`config.mk`:
```
export PLATFORM = sky130hd
export DESIGN_NAME = stack_controller
export DESIGN_NICKNAME = d
export VERILOG_FILES = /design/src/rtl/stack_controller.sv
export SDC_FILE = /design/constraint.sdc
export NUM_CORES = 1
export LEC_CHECK = 0
export ABC_AREA = 1
export CORE_MARGIN = 1.5
export CORE_UTILIZATION = 53
export CTS_CLUSTER_DIAMETER = 40
export DETAILED_ROUTE_END_ITERATION = 16
export PLACE_DENSITY = 0.86
export RECOVER_POWER = 100
export SYNTH_ARGS = -nofsm -noshare
export SYNTH_HDL_FRONTEND = slang
export SYNTH_SLANG_ARGS = --single-unit
```
`constraint.sdc`:
```
create_clock -name clka -period 3.8 [get_ports clka]
set_input_delay 0.57 -clock clka [delete_from_list [all_inputs] [get_ports clka]]
set_output_delay 0.57 -clock clka [all_outputs]
set_load 0.02 [all_outputs]
```
`src/rtl/stack_controller.sv`:
```
// Push/pop sequencer in front of a single-port, write-first block RAM stack.
// Optional high-water tracking is enabled by defining STACK_WATERMARK_EN.
module stack_controller #(
  parameter int RAM_ADDR_BITS = 14,
  parameter int RAM_WIDTH     = 17
) (
  input  logic                     clka,
  input  logic                     reset,
  input  logic                     clear,
  input  logic                     push_req,
  input  logic [RAM_WIDTH-1:0]     push_data,
  output logic                     push_ack,
  input  logic                     pop_req,
  output logic [RAM_WIDTH-1:0]     pop_data,
  output logic                     pop_ack,
  output logic [RAM_ADDR_BITS:0]   depth,
  output logic                     full,
  output logic                     empty,
  output logic                     overflow,
  output logic                     underflow,
  output logic [RAM_ADDR_BITS-1:0] ram_addr,
  output logic [RAM_WIDTH-1:0]     ram_din,
  output logic                     ram_we,
  input  logic [RAM_WIDTH-1:0]     ram_dout
`ifdef STACK_WATERMARK_EN
  ,
  output logic [RAM_ADDR_BITS:0]   high_water
`endif
);

  localparam logic [RAM_ADDR_BITS:0] DEPTH_MAX = {1'b1, {RAM_ADDR_BITS{1'b0}}};

  typedef enum logic [2:0] {
    IDLE,
    PUSH_ACK,
    POP_RD,
    POP_CAP,
    POP_ACK
  } state_t;

  state_t                   state_q, state_d;
  logic [RAM_ADDR_BITS:0]   depth_q, depth_d;
  logic                     full_q, full_d;
  logic                     empty_q, empty_d;
  logic                     overflow_q, overflow_d;
  logic                     underflow_q, underflow_d;
  logic                     push_ack_q, push_ack_d;
  logic                     pop_ack_q, pop_ack_d;
  logic [RAM_WIDTH-1:0]     pop_data_q, pop_data_d;
  logic [RAM_ADDR_BITS-1:0] ram_addr_q, ram_addr_d;
  logic [RAM_WIDTH-1:0]     ram_din_q, ram_din_d;
  logic                     ram_we_q, ram_we_d;
  logic                     push_accept;

  always_comb begin
    state_d     = state_q;
    depth_d     = depth_q;
    overflow_d  = overflow_q;
    underflow_d = underflow_q;
    push_ack_d  = push_ack_q;
    pop_ack_d   = pop_ack_q;
    pop_data_d  = pop_data_q;
    ram_addr_d  = ram_addr_q;
    ram_din_d   = ram_din_q;
    ram_we_d    = ram_we_q;
    push_accept = 1'b0;

    case (state_q)
      IDLE: begin
        if (push_req) begin
          if (!full_q) begin
            ram_addr_d  = depth_q[RAM_ADDR_BITS-1:0];
            ram_din_d   = push_data;
            ram_we_d    = 1'b1;
            depth_d     = depth_q + 1'b1;
            push_accept = 1'b1;
          end else begin
            overflow_d = 1'b1;
          end
          push_ack_d = 1'b1;
          state_d    = PUSH_ACK;
        end else if (pop_req) begin
          if (!empty_q) begin
            ram_addr_d = RAM_ADDR_BITS'(depth_q - 1'b1);
            ram_we_d   = 1'b0;
            depth_d    = depth_q - 1'b1;
            state_d    = POP_RD;
          end else begin
            underflow_d = 1'b1;
            pop_data_d  = '0;
            pop_ack_d   = 1'b1;
            state_d     = POP_ACK;
          end
        end
      end
      PUSH_ACK: begin
        ram_we_d   = 1'b0;
        push_ack_d = 1'b0;
        state_d    = IDLE;
      end
      POP_RD: begin
        // RAM registers the address on this edge; data appears next cycle.
        state_d = POP_CAP;
      end
      POP_CAP: begin
        pop_data_d = ram_dout;
        pop_ack_d  = 1'b1;
        state_d    = POP_ACK;
      end
      POP_ACK: begin
        pop_ack_d = 1'b0;
        state_d   = IDLE;
      end
      default: begin
        state_d = IDLE;
      end
    endcase

    // Flush wins over anything sampled this cycle; aborted operations get no ack.
    if (clear) begin
      depth_d     = '0;
      overflow_d  = 1'b0;
      underflow_d = 1'b0;
      ram_we_d    = 1'b0;
      push_ack_d  = 1'b0;
      pop_ack_d   = 1'b0;
      push_accept = 1'b0;
      state_d     = IDLE;
    end

    full_d  = (depth_d == DEPTH_MAX);
    empty_d = (depth_d == '0);
  end

  always_ff @(posedge clka or posedge reset) begin
    if (reset) begin
      state_q     <= IDLE;
      depth_q     <= '0;
      full_q      <= 1'b0;
      empty_q     <= 1'b1;
      overflow_q  <= 1'b0;
      underflow_q <= 1'b0;
      push_ack_q  <= 1'b0;
      pop_ack_q   <= 1'b0;
      pop_data_q  <= '0;
      ram_addr_q  <= '0;
      ram_din_q   <= '0;
      ram_we_q    <= 1'b0;
    end else begin
      state_q     <= state_d;
      depth_q     <= depth_d;
      full_q      <= full_d;
      empty_q     <= empty_d;
      overflow_q  <= overflow_d;
      underflow_q <= underflow_d;
      push_ack_q  <= push_ack_d;
      pop_ack_q   <= pop_ack_d;
      pop_data_q  <= pop_data_d;
      ram_addr_q  <= ram_addr_d;
      ram_din_q   <= ram_din_d;
      ram_we_q    <= ram_we_d;
    end
  end

`ifdef STACK_WATERMARK_EN
  logic [RAM_ADDR_BITS:0] high_water_q, high_water_d;

  // Survives clear on purpose: it records the peak since the last reset.
  always_comb begin
    high_water_d = high_water_q;
    if (push_accept && (depth_d > high_water_q)) begin
      high_water_d = depth_d;
    end
  end

  always_ff @(posedge clka or posedge reset) begin
    if (reset) begin
      high_water_q <= '0;
    end else begin
      high_water_q <= high_water_d;
    end
  end

  assign high_water = high_water_q;
`else
  // Without the watermark option the accepted-push strobe has no consumer.
  logic unused_push_accept;
  assign unused_push_accept = push_accept;
`endif

  assign depth     = depth_q;
  assign full      = full_q;
  assign empty     = empty_q;
  assign overflow  = overflow_q;
  assign underflow = underflow_q;
  assign push_ack  = push_ack_q;
  assign pop_ack   = pop_ack_q;
  assign pop_data  = pop_data_q;
  assign ram_addr  = ram_addr_q;
  assign ram_din   = ram_din_q;
  assign ram_we    = ram_we_q;

endmodule
```
==> flow_summary.toml <==
[die]
fp.dieH_um = 90.5
rows = 31
boundaryPins = 109
die_area_mm2 = 0.00819
start_util_pct = 55.4
die_w_um = 90.5
core_mm2 = 0.00733

[drt]
drtPass1Iterations = 5
avgRoutedWirePerCell_um = 15.5
drc = 0
drt_wl_total_mm = 11.2
vias = 3977
drtIter0Drc = 304
viasPerCell = 5.50
ant_nets = 0

[yosys]
synth_nets = 554
synth_ff_type = "dfrtp_1"
synthTopCellsByArea = "dfrtp_1, nand2_1, nand3_1"
synth_top_area_share_pct = 44.4
ys_warn_count = 0
synth_edf_count = 0
avgSynthCellArea_um2 = 7.91
ys_ff_latch = 73
ys_seq_area_share_pct = 45.0
synthArstFlopShare_pct = 100
syn_area_mm2 = 0.00406
synth_cells = 513
ys_types = 44
synth_top_area_cell = "dfrtp_1"

[layout]
fillers = 573
final_cell_mix = "nand2_1, dfrtp_1, dlygate4sd3_1"
areaGrowthSynthToFinish_pct = 32.5
final_layout_size_suffix_gt1_share_pct = 10.3
nets = 660
layout_commonest_cell = "nand2_1"
fin_area_mm2 = 0.00538
antennaDiodeCount = 0
post-route-util_pct = 73.3
layoutNonFillerInstCount = 723

[clocking]
cts_root_buffer = "clkbuf_8"
clk_latency_ns = 0.35
cts.sinks = 73
post-cts-setup-buffers = 0
clk_path_buf_depth = 2
cts_made_buffers = 9
tritoncts = "built"
ctsResizeCount = 0
cts_hold_buf = 0
cts.clk_slew.worst_paths_ns = 0.08
htree_levels = 3

[setup_path]
cp.arrival_ns = 3.42
crit_type = "input pin to flip-flop"
cp_max_fo = 18
worstSetupStartpointType = "input pin"
required_ns = 4.03
critical_path.endpoint_type = "flip-flop"

[power_and_ir_drop]
swShare_pct = 42.5
p_switching_mw = 1.58
power_frac_comb_pct = 47.4
leakagePower_nw = 2.66
pwr-share-clk_pct = 18.5
ir_worst_vdd_mv = 0.453
power.density_mw_per_mm2 = 691
power_mw = 3.72
seq_power_share_pct = 34.1
p_int_mw = 2.14

[global_route]
grt_pass1_wl_mm = 18.6
grt_antenna_before_repair = 0
grt_pass1_vias = 3916
track_usage_pct = 28.7
grt_max_degree = 37
grt.overflow.total = 0

[timing]
fmax_mhz = 314
fin_hold_ws_ns = 0.479
tightestPinTransition_ns = 1.33
finalMaxSlewViolations = 0
setup_ws_ns = 0.611
slew_headroom_pct = 11.2
hold_viol_final = 0
tns_ns = 0
min_period_ns = 3.19
timing.final.crit_share_pct = 83.9
setup_viol = 0
finClkSkew_ns = 0.0115
grt_setup_unrepaired = "no"

[worst_hold_path]
holdCritPathClass = "flip-flop to flip-flop"

[placement]
place_inst = 707
place.port_buffers = 108
place_congestion = 0.974
dp_worst_setup_slack_ns = 0.893
postPlaceCellArea_mm2 = 0.00520
dp_hpwl_mm = 8.28

[job]
cap_violations = 0

[run_status]
status = "finished clean"
-- state kept, by name, summed over array words and instances, names as in the netlist --
signal,count
pop_data,17
ram_din,17
depth,15
ram_addr,14
state_q,3
empty,1
full,1
overflow,1
pop_ack,1
push_ack,1
ram_we,1
underflow,1
-- worst paths after layout --
check / endpoint / slack (ns) / from / depth (start not counted)
max: ram_din[1] / 0.61 / push_req / 6
min: ram_addr[7] / 0.48 / ram_addr[7] / 2
max reg2reg: empty / 0.97 / state_q[0] / 14
min reg2reg: ram_addr[7] / 0.48 / ram_addr[7] / 2
max in group asynchronous: ram_addr[1] / 1.31 / reset / 3
min in group asynchronous: depth[14] / 1.05 / reset / 2
-- synth_stat cells (2+ instances only) --
| master | n |
|---|---|
| buf_4 | 2 |
| buf_6 | 3 |
| nor2_4 | 2 |
| nand3_1 | 62 |
| nor2_1 | 32 |
| ha_1 | 2 |
| buf_2 | 6 |
| o211ai_1 | 5 |
| o31ai_1 | 2 |
| dfrtp_1 | 72 |
| nor2_2 | 8 |
| inv_1 | 43 |
| nand4_1 | 7 |
| xor2_1 | 4 |
| nand2_1 | 157 |
| nand2_2 | 3 |
| clkbuf_1 | 7 |
| nor2_8 | 2 |
| inv_2 | 5 |
| a31oi_1 | 4 |
| nand3_2 | 5 |
| a21oi_1 | 17 |
| o21ai_0 | 17 |
| mux2_2 | 17 |
| o21ai_1 | 3 |
| nor3_1 | 8 |
-- power groups by stage --
stage	registers, mW	clock network, mW	logic (mW)
finish	1.27	0.689	1.76
global route	1.31	0.731	1.92
CTS	1.28	0.699	1.88
detailed placement	1.29	0	1.87
global placement	1.28	0	1.85
floorplan	1.57	0	0.798
-- routing by layer --
layer	GRT usage [%]	routed length, um	share of wire, %
met1	35.7	4640	41
met2	47.9	5380	48
met3	6.48	921	8.2
met4	12.0	272	2.4
met5	0	0	0
-- layout make-up --
type	count	area, um^2	share of cell area [%]
multi-input combinational	369	1890	35.2
sequential	73	1830	34.0
timing repair buffer	114	1110	20.6
inverter	52	204	3.79
clock buffer	10	128	2.37
tap	99	124	2.30
clock inverter	6	90.1	1.68
-- worst max-delay path, cell delays in order --
cell	delay (ns)
dlygate4sd3_1	0.79
inv_4	0.17
clkbuf_1	0.79
nor2_8	0.09
nand2_1	0.58
mux2_2	0.42
-- cells by family (layout without fill, tap and decap cells) --
| group | after synthesis | count (layout) | share of synthesized area [%] |
|---|---|---|---|
| AO/OA/AOI/OAI | 54 | 54 | 7.77 |
| XOR/XNOR | 5 | 5 | 1.08 |
| adder cells (fa/ha/maj) | 2 | 2 | 0.616 |
| buffers and inverters | 71 | 182 | 7.71 |
| flip-flops | 73 | 73 | 45.0 |
| multiplexers | 17 | 17 | 4.72 |
| AND/OR/NAND/NOR | 291 | 291 | 33.1 |
No activity file was read; power rests on OpenSTA's default activity.
